### config.mk
export PLATFORM = sky130hd
export DESIGN_NAME = tinyalu_arbiter_flat
export DESIGN_NICKNAME = d
export VERILOG_FILES = /design/src/rtl/tinyalu_arbiter_if.sv /design/src/rtl/tinyalu_arbiter.sv /design/src/flat_wrapper.sv
export SDC_FILE = /design/constraint.sdc
export NUM_CORES = 1
export LEC_CHECK = 0
export ABC_AREA = 0
export BUFFER_PORTS_ARGS = -buffer_cell sky130_fd_sc_hd__buf_2
export CORE_MARGIN = 2
export CORE_UTILIZATION = 41
export DETAILED_ROUTE_END_ITERATION = 10
export HOLD_SLACK_MARGIN = 0.08
export MAX_ROUTING_LAYER = met4
export PLACE_DENSITY = 0.8
export SYNTH_ARGS = -nofsm -noshare
export SYNTH_HDL_FRONTEND = slang
export SYNTH_SLANG_ARGS = --single-unit
### constraint.sdc
create_clock -name clk -period 2.74 [get_ports clk]
set_input_delay 0.822 -clock clk [delete_from_list [all_inputs] [get_ports clk]]
set_output_delay 0.822 -clock clk [all_outputs]
set_load 0.02 [all_outputs]
### src/rtl/tinyalu_arbiter_if.sv
// rtl/tinyalu_arbiter_if.sv - requester, response and ALU pin bundle for tinyalu_arbiter
interface tinyalu_arbiter_if #(
  parameter int NUM_REQ = 4
);
  logic [NUM_REQ-1:0]   req_valid;
  logic [NUM_REQ-1:0]   req_ready;
  logic [8*NUM_REQ-1:0] req_a;
  logic [8*NUM_REQ-1:0] req_b;
  logic [3*NUM_REQ-1:0] req_op;
  logic [NUM_REQ-1:0]   rsp_valid;
  logic [15:0]          rsp_result;
  logic                 rsp_err;
  logic                 alu_start;
  logic [2:0]           alu_op;
  logic [7:0]           alu_a;
  logic [7:0]           alu_b;
  logic                 alu_done;
  logic [15:0]          alu_result;

  // Arbiter side: accepts requests, returns responses, drives the ALU pins.
  modport slave (
    input  req_valid, req_a, req_b, req_op, alu_done, alu_result,
    output req_ready, rsp_valid, rsp_result, rsp_err,
    output alu_start, alu_op, alu_a, alu_b
  );

  modport master (
    output req_valid, req_a, req_b, req_op, alu_done, alu_result,
    input  req_ready, rsp_valid, rsp_result, rsp_err,
    input  alu_start, alu_op, alu_a, alu_b
  );
endinterface

### src/rtl/tinyalu_arbiter.sv
// rtl/tinyalu_arbiter.sv - round-robin arbiter sharing one tinyalu between NUM_REQ requesters
module tinyalu_arbiter #(
  parameter int NUM_REQ = 4,
  parameter int TIMEOUT = 15
) (
  input  logic             clk,
  input  logic             reset_n,
  tinyalu_arbiter_if.slave bus
);

  localparam int         IDX_W  = $clog2(NUM_REQ);
  localparam int         CNT_W  = $clog2(TIMEOUT + 1);
  localparam logic [2:0] OP_NOP = 3'b000;
  localparam logic [2:0] OP_MUL = 3'b100;

  typedef enum logic [1:0] {IDLE, BUSY, RESP} state_t;

  state_t             state_q;
  logic [IDX_W-1:0]   rr_ptr_q;
  logic [IDX_W-1:0]   gnt_q;
  logic [CNT_W-1:0]   cnt_q;
  logic [NUM_REQ-1:0] rsp_valid_q;
  logic [15:0]        rsp_result_q;
  logic               rsp_err_q;
  logic               alu_start_q;
  logic [2:0]         alu_op_q;
  logic [7:0]         alu_a_q;
  logic [7:0]         alu_b_q;

  logic [IDX_W-1:0]   gnt_d;
  logic               gnt_found;
  logic [NUM_REQ-1:0] gnt_oh_d;
  logic [NUM_REQ-1:0] rsp_oh;
  logic [IDX_W-1:0]   rr_next;
  logic [2:0]         sel_op_d;
  logic [7:0]         sel_a_d;
  logic [7:0]         sel_b_d;
  logic               is_alu_op_d;

  // First valid requester at or after rr_ptr, wrapping.
  always_comb begin
    int j;
    j         = 0;
    gnt_d     = rr_ptr_q;
    gnt_found = 1'b0;
    for (int i = 0; i < NUM_REQ; i++) begin
      j = int'(rr_ptr_q) + i;
      if (j >= NUM_REQ) j = j - NUM_REQ;
      if (!gnt_found && bus.req_valid[IDX_W'(j)]) begin
        gnt_found = 1'b1;
        gnt_d     = IDX_W'(j);
      end
    end
  end

  assign sel_op_d    = bus.req_op[3*int'(gnt_d) +: 3];
  assign sel_a_d     = bus.req_a[8*int'(gnt_d) +: 8];
  assign sel_b_d     = bus.req_b[8*int'(gnt_d) +: 8];
  assign is_alu_op_d = (sel_op_d != OP_NOP) && (sel_op_d <= OP_MUL);
  assign gnt_oh_d    = NUM_REQ'(1) << gnt_d;
  assign rsp_oh      = NUM_REQ'(1) << gnt_q;
  assign rr_next     = (gnt_q == IDX_W'(NUM_REQ - 1)) ? '0 : gnt_q + 1'b1;

  // Gated by reset_n so every output reads 0 while reset is held.
  assign bus.req_ready  = (reset_n && state_q == IDLE && gnt_found) ? gnt_oh_d : '0;
  assign bus.rsp_valid  = rsp_valid_q;
  assign bus.rsp_result = rsp_result_q;
  assign bus.rsp_err    = rsp_err_q;
  assign bus.alu_start  = alu_start_q;
  assign bus.alu_op     = alu_op_q;
  assign bus.alu_a      = alu_a_q;
  assign bus.alu_b      = alu_b_q;

  always_ff @(posedge clk or negedge reset_n) begin
    if (!reset_n) begin
      state_q      <= IDLE;
      rr_ptr_q     <= '0;
      gnt_q        <= '0;
      cnt_q        <= '0;
      rsp_valid_q  <= '0;
      rsp_result_q <= '0;
      rsp_err_q    <= 1'b0;
      alu_start_q  <= 1'b0;
      alu_op_q     <= '0;
      alu_a_q      <= '0;
      alu_b_q      <= '0;
    end else begin
      rsp_valid_q <= '0;
      case (state_q)
        IDLE: begin
          if (gnt_found) begin
            gnt_q <= gnt_d;
            cnt_q <= '0;
            if (is_alu_op_d) begin
              state_q     <= BUSY;
              alu_start_q <= 1'b1;
              alu_op_q    <= sel_op_d;
              alu_a_q     <= sel_a_d;
              alu_b_q     <= sel_b_d;
            end else begin
              // no_op and illegal opcodes are answered without touching the ALU.
              state_q      <= RESP;
              rsp_valid_q  <= gnt_oh_d;
              rsp_result_q <= '0;
              rsp_err_q    <= (sel_op_d != OP_NOP);
            end
          end
        end
        BUSY: begin
          cnt_q <= cnt_q + 1'b1;
          if (bus.alu_done || cnt_q == CNT_W'(TIMEOUT - 1)) begin
            state_q      <= RESP;
            rsp_valid_q  <= rsp_oh;
            rsp_result_q <= bus.alu_done ? bus.alu_result : 16'h0000;
            rsp_err_q    <= !bus.alu_done;
            alu_start_q  <= 1'b0;
            alu_op_q     <= '0;
            alu_a_q      <= '0;
            alu_b_q      <= '0;
          end
        end
        RESP: begin
          rr_ptr_q <= rr_next;
          state_q  <= IDLE;
        end
        default: state_q <= IDLE;
      endcase
    end
  end

endmodule

### src/flat_wrapper.sv
// flat-port wrapper written by rule: the top's interface ports become plain ports
module tinyalu_arbiter_flat 
#(
  parameter int NUM_REQ = 4,
  parameter int TIMEOUT = 15
)
  (clk, reset_n, bus_req_valid, bus_req_a, bus_req_b, bus_req_op, bus_alu_done, bus_alu_result, bus_req_ready, bus_rsp_valid, bus_rsp_result, bus_rsp_err, bus_alu_start, bus_alu_op, bus_alu_a, bus_alu_b);
  tinyalu_arbiter_if #(.NUM_REQ(NUM_REQ)) bus_i ();
  input  logic clk;
  input  logic reset_n;
  input wire logic [$bits(bus_i.req_valid)-1:0] bus_req_valid;
  input wire logic [$bits(bus_i.req_a)-1:0] bus_req_a;
  input wire logic [$bits(bus_i.req_b)-1:0] bus_req_b;
  input wire logic [$bits(bus_i.req_op)-1:0] bus_req_op;
  input wire logic [$bits(bus_i.alu_done)-1:0] bus_alu_done;
  input wire logic [$bits(bus_i.alu_result)-1:0] bus_alu_result;
  output wire logic [$bits(bus_i.req_ready)-1:0] bus_req_ready;
  output wire logic [$bits(bus_i.rsp_valid)-1:0] bus_rsp_valid;
  output wire logic [$bits(bus_i.rsp_result)-1:0] bus_rsp_result;
  output wire logic [$bits(bus_i.rsp_err)-1:0] bus_rsp_err;
  output wire logic [$bits(bus_i.alu_start)-1:0] bus_alu_start;
  output wire logic [$bits(bus_i.alu_op)-1:0] bus_alu_op;
  output wire logic [$bits(bus_i.alu_a)-1:0] bus_alu_a;
  output wire logic [$bits(bus_i.alu_b)-1:0] bus_alu_b;
  assign bus_i.req_valid = bus_req_valid;
  assign bus_i.req_a = bus_req_a;
  assign bus_i.req_b = bus_req_b;
  assign bus_i.req_op = bus_req_op;
  assign bus_i.alu_done = bus_alu_done;
  assign bus_i.alu_result = bus_alu_result;
  assign bus_req_ready = bus_i.req_ready;
  assign bus_rsp_valid = bus_i.rsp_valid;
  assign bus_rsp_result = bus_i.rsp_result;
  assign bus_rsp_err = bus_i.rsp_err;
  assign bus_alu_start = bus_i.alu_start;
  assign bus_alu_op = bus_i.alu_op;
  assign bus_alu_a = bus_i.alu_a;
  assign bus_alu_b = bus_i.alu_b;
  tinyalu_arbiter #(.NUM_REQ(NUM_REQ), .TIMEOUT(TIMEOUT)) u_core (.clk(clk), .reset_n(reset_n), .bus(bus_i));
endmodule
* Word-level counts from Yosys, hierarchy flattened
Index checks and enable logic that the tools add are counted.
Word-level totals: flip-flop bits (word level) 51, input port bits 99, output and inout port bits 45, logic and storage cells 122
Cells by class: $add $sub $neg 9, $mul 1, order comparisons 9, eq/ne operators 8, shift operators 5, mux-type cells 60, reductions and logical operators 19
Operators with widths (count):
- $mux 16 | 4
- $shiftx 32x6->8 | 2
- $mux 8 | 5
- $pmux 16 s2 | 1
- $pmux 8 s2 | 2
- $shiftx 12x32->3 | 1
- $mux 2 | 12
- $mux 4 | 5
- $mux 1 | 18
- $lt 2x4->1 const B | 4
- $pmux 4 s2 | 2
- $ge 3x3->1 const B | 3
- $mux 3 | 3
- $bmux 1 s2 | 4
- $reduce_and 4->1 | 2
- $shl 1x2->4 const A | 2
- $sub 2x1->2 const B | 4
- $add 2x2->3 const B | 2
- $logic_and 1x1->1 | 6
- $ne 2x1->1 const B | 3
- $pmux 3 s2 | 1
- $reduce_and 2->1 | 3
- $add 4x1->4 const B | 1
- $eq 2x2->1 const B | 2
- 15 further kinds | 19

* Depth between registers and ports, before layout
word-level depth 22, depth in mapped cells 12, mapped depth without buffers 10

* Least setup slack after synthesis
OpenSTA, ideal clock, no wires.
path kind input to register, start input bus_req_valid[2], end register u_core.rsp_result_q[0] (netlist: u_core.bus.rsp_result[0]), setup time 121 ps, arrival 3389 ps, required time 2619 ps, path slack -770 ps, stages 12, path buffers 3, cell sequence nor2b_1 a2111oi_2 or2_1 clkbuf_1 mux2i_1 mux2i_1 ha_1 or3_1 a21o_1 buf_2 buf_1 a22o_1
On the way: cells in the longest elaborated chain, start to end 19, elaborated cells between the ends (all ways) 34, classes of those cells mul: 1; order compare: 1; eq/ne: 2; shift: 1; mux: 20; reduce/logical: 9
RTL lines:
- from (decl) | line flat_wrapper.sv:11 | input wire logic [$bits(bus_i.req_valid)-1:0] bus_req_valid;
- $bmux 1 s2 | line tinyalu_arbiter.sv:49 | if (!gnt_found && bus.req_valid[IDX_W'(j)]) begin
- $mux 1 (not written as such) (2 in a row) | line tinyalu_arbiter.sv:49
- $mux 1 | line tinyalu_arbiter.sv:49
- $logic_not 1->1 | line tinyalu_arbiter.sv:49
- $logic_and 1x1->1 | line tinyalu_arbiter.sv:49
- $mux 1 | line tinyalu_arbiter.sv:49
- $logic_not 1->1 | line tinyalu_arbiter.sv:49
- $logic_and 1x1->1 | line tinyalu_arbiter.sv:49
- [... 2 more ...]
- $logic_and 1x1->1 | line tinyalu_arbiter.sv:49
- $mux 2 | line tinyalu_arbiter.sv:49
- $mul 2x2->4 | line tinyalu_arbiter.sv:56 | assign sel_op_d = bus.req_op[3*int'(gnt_d) +: 3];
- $shiftx 12x32->3 | line tinyalu_arbiter.sv:56
- $le 3x3->1 or $reduce_bool 3->1 (tied branches) | line tinyalu_arbiter.sv:59 | assign is_alu_op_d = (sel_op_d != OP_NOP) && (sel_op_d <= OP_MUL);
- $logic_and 1x1->1 | line tinyalu_arbiter.sv:59
- $ne 2x2->1 (no source line)
- $reduce_and 4->1 (no source line) (*)
- to (signal assigned) | line tinyalu_arbiter.sv:114 | rsp_result_q <= bus.alu_done ? bus.alu_result : 16'h0000;
- to (decl) | line tinyalu_arbiter.sv:23 | logic [15:0] rsp_result_q;
Every way passes the cells marked *; elsewhere a longest branch is shown, timed or not. The select of a mux whose other input is x is not followed. A chain may end at the register's enable or synchronous reset.

* Final worst setup path
start input bus_req_valid[2], end register u_core.rsp_result_q[7] (netlist: u_core.bus.rsp_result[7])
Same word-level chain as after synthesis.

==> flow_summary.ini <==
[status]
run_status = finished, violations left
violations = setup timing

[clock_tree]
clock_sinks = 51
cts_tree = built
worstSkewPairLatency_ns = 0.31
clk_path_buf_depth = 2
cts-hold-fix-buffers = 0
ctsHtreeMaxLevel = 2
clock_tree.root_cell = sky130_fd_sc_hd__clkbuf_8
cts_buffers = 5
clkSlewWorstSetupHoldPaths_ns = 0.10

[worst_setup_path]
worst_setup_path_end_kind = flip-flop
worstPathMaxFanout = 18
critical_path.startpoint_type = primary input
cell_occurring_most_often_along_the_worst_timing_path = sky130_fd_sc_hd__mux2i_1
cp.required_ns = 2.95
slowest_stage = sky130_fd_sc_hd__a2111oi_4
critical_path.startpoint = bus_req_valid[2]
worst_r2r_start = u_core.rr_ptr_q[1]$_DFFE_PN0N_
critical_path.cell_chain = buf_6 -> nor3b_4 -> a2111oi_4 -> or2_4 -> mux2i_1 -> mux2i_1 -> ha_1 -> or3_1 -> a21o_1 -> buf_12 -> a22o_1
worstPathArrival_ns = 3.26
worst-setup-path-type = primary input to flip-flop
crit_path_max_incr_delay_ns = 0.42

[sta]
timing.final.crit_period_ns = 3.06
slew-limit-headroom = 0.589
rsz0062_at_grt = true
tightest_slew_ns = 0.616
hold_violations = 0
slew_violations = 0
final.setup.worst_slack_ns = -0.318
finalSetupTns_ns = -10.66
clock.fmax_ghz = 0.327
clock-skew-final_ns = 0.00818
timing.final.setup_violations = 41
timing.final.crit_share = 1.12

[yosys]
post_synth_main_area_contributors = sky130_fd_sc_hd__dfrtp_1 46%, sky130_fd_sc_hd__mux2i_1 14%, sky130_fd_sc_hd__o221ai_1 5.4%
postSynthCellCount = 253
async_reset_ff_frac = 1.00
synthesis.area_per_instance_um2 = 10.9
synth_enable_flop_cells = 0
ys_ff_latch = 51
synth_seq_area_share = 0.463
netlist-cell-type-count = 44
synth.top_cells.by_count = 51 x sky130_fd_sc_hd__dfrtp_1, 39 x sky130_fd_sc_hd__mux2i_1, 23 x sky130_fd_sc_hd__nand3_1
yosys.cell_count.top_type = sky130_fd_sc_hd__dfrtp_1
yosys.area.top_type_share = 0.463
synth_fp_nets = 359
synth.largest_area_cell = sky130_fd_sc_hd__dfrtp_1
syn_area_um2 = 2760
ys.warnings.count = 0
synth-main-ff-cell = sky130_fd_sc_hd__dfrtp_1

[floorplanning]
initial_standard_cell_utilization_of_the_core = 0.429
core_area_um2 = 6420
die_height_um = 86.0
die_w_um = 86.0
top_level_ports = 144
floorplan.die_area_um2 = 7400
number_of_placement_rows = 29

[global_route]
antenna_violations_before_repair = 0
leftover_overflow_at_the_end_of_global_routing = 0
global_route_wire_length_before_repair_um = 12500
vias_in_the_first_global_route = 2735
grtUsageTotal = 0.218
grt_start_max_net_pins = 48

[power_and_ir_drop]
switchingPower_uw = 1970
totalPowerFinal_uw = 4430
power_leakage_uw = 0.00218
cell_internal_pwr_uw = 2460
ir_drop_mv = 0.456
power_per_cell_area_nw_per_um2 = 1050
comb_power_share = 0.615
clock_power_share = 0.103
switching_share = 0.444
power.share.sequential = 0.282

[cells_and_area]
nNetsFinal = 529
post_route_cells_drive_above_1_share = 0.550
synthToLayoutAreaGrowth_pct = 52.5
antenna_cells_inserted = 0

[job]
timing.max_cap.violations = 0

[drt]
wire_per_inst_um = 16.2
drtPass1Iterations = 4
antenna_violating_nets_post_route = 0
vias = 2749
finalWirelength_um = 8110
post_drt_via_cell_ratio = 5.49
drt-initial-drc-count = 90
route.detailed.drc = 0

[place]
hpwl_um = 6060
buffer_ports.inserted = 143
routability_driven_placement_congestion_ratio = 0.824

[worst_hold_path]
min-delay-path-class = primary input to async pin
layer usage:
layer / wire (um) / vias up / GRT usage / share of wire
met3: 435 / 15 / 0.0356 / 0.054
met1: 3120 / 1325 / 0.249 / 0.38
met4: 115 / 0 / 0.0577 / 0.014
li1: - / 1291 / - / -
met5: 0 / - / - / 0
met2: 4440 / 118 / 0.394 / 0.55
critical path: cells and delay by family:
kind                     cells  cell delay, ns
multiplexers                 2            0.31
AND/OR/NAND/NOR              3            0.76
buffers and inverters        2            0.25
AO/OA/AOI/OAI                3            0.82
adder cells (fa/ha/maj)      1            0.30
placed cells by master (no fill, tap or decap), drive strengths merged, types with 7 or more instances in the layout:
master and instances:
o21ai 12, nor2 15, inv 8, o221ai 18, ha 7, buf 181, dfrtp 51, nand2 10
nand3 24, mux2i 39, a22o 16
through the flow:
stage / area, um2 / worst slack [ns] / cells / utilization / hold WS [ns]
detailed placement: 3880 / -0.658 / 486 / 0.604 / 0.469
global placement: 3880 / -0.562 / 486 / 0.604 / 0.457
CTS: 4130 / -0.270 / 498 / 0.643 / 0.346
global route: 4210 / -0.430 / 501 / 0.655 / 0.344
finish: 4210 / -0.318 / 501 / 0.655 / 0.352
floorplan: 2930 / -0.472 / 253 / - / 0.458
registers in the layout (all words and copies together) (netlist names):
| signal | cells |
|---|---|
| u_core.gnt_q | 2 |
| u_core.bus.alu_start | 1 |
| u_core.bus.alu_b | 8 |
| u_core.bus.alu_op | 3 |
| u_core.rr_ptr_q | 2 |
| u_core.bus.rsp_result | 16 |
| u_core.state_q | 2 |
| u_core.bus.rsp_err | 1 |
| u_core.bus.rsp_valid | 4 |
| u_core.bus.alu_a | 8 |
| u_core.cnt_q | 4 |
power by group through the flow:
stage          Sequential (uW)  Combinational, uW  Clock (uW)
2_1_floorplan             1490               1460           0
3_3_place_gp              1250               2420           0
3_5_place_dp              1240               2520           0
4_1_cts                   1240               2660         468
5_1_grt                   1280               2940         495
6_report                  1250               2720         457
cell families after synthesis:
group                      share of synthesized area
buffers and inverters                         0.0472
and+or+nand+nor                                0.124
AOI/OAI and AO/OA                              0.181
xor gates and xnor gates                     0.00318
muxes                                          0.150
adders and majority gates                     0.0318
DFF                                            0.463
final cells by class:
type / count / area, um2
flip-flops and latches: 51 / 1280
well taps: 77 / 96.3
clock buffers: 5 / 68.8
inverters: 6 / 22.5
multi-input cells: 178 / 1610
clock inverters: 3 / 26.3
repair buffers: 181 / 1100
fillers: 479 / 2220
path summary, 6_finish.rpt:
check / end / slack (ns) / cells after the start
max in group asynchronous: u_core.bus.alu_a[2]$_DFFE_PN0P_ / 1.57 / 2
worst min-delay path: u_core.gnt_q[1]$_DFFE_PN0P_ / 0.35 / 1
worst min register to register: u_core.bus.rsp_err$_DFFE_PN0P_ / 0.50 / 1
worst max-delay path: u_core.bus.rsp_result[7]$_DFFE_PN0P_ / -0.32 / 11
min in group clk: u_core.bus.rsp_err$_DFFE_PN0P_ / 0.50 / 1
worst max register to register: u_core.bus.rsp_result[7]$_DFFE_PN0P_ / -0.17 / 10
what timing repair did:
item | 4_1_cts | 5_1_grt
resized for setup | 31 | 13
endpoints found under the setup margin | 41 | 47
hold endpoints to repair | 0 | 0
gates cloned | 0 | 0
buffers inserted | 4 | 4
pin swaps | 8 | 6
Power figures use the tool's default switching activity.
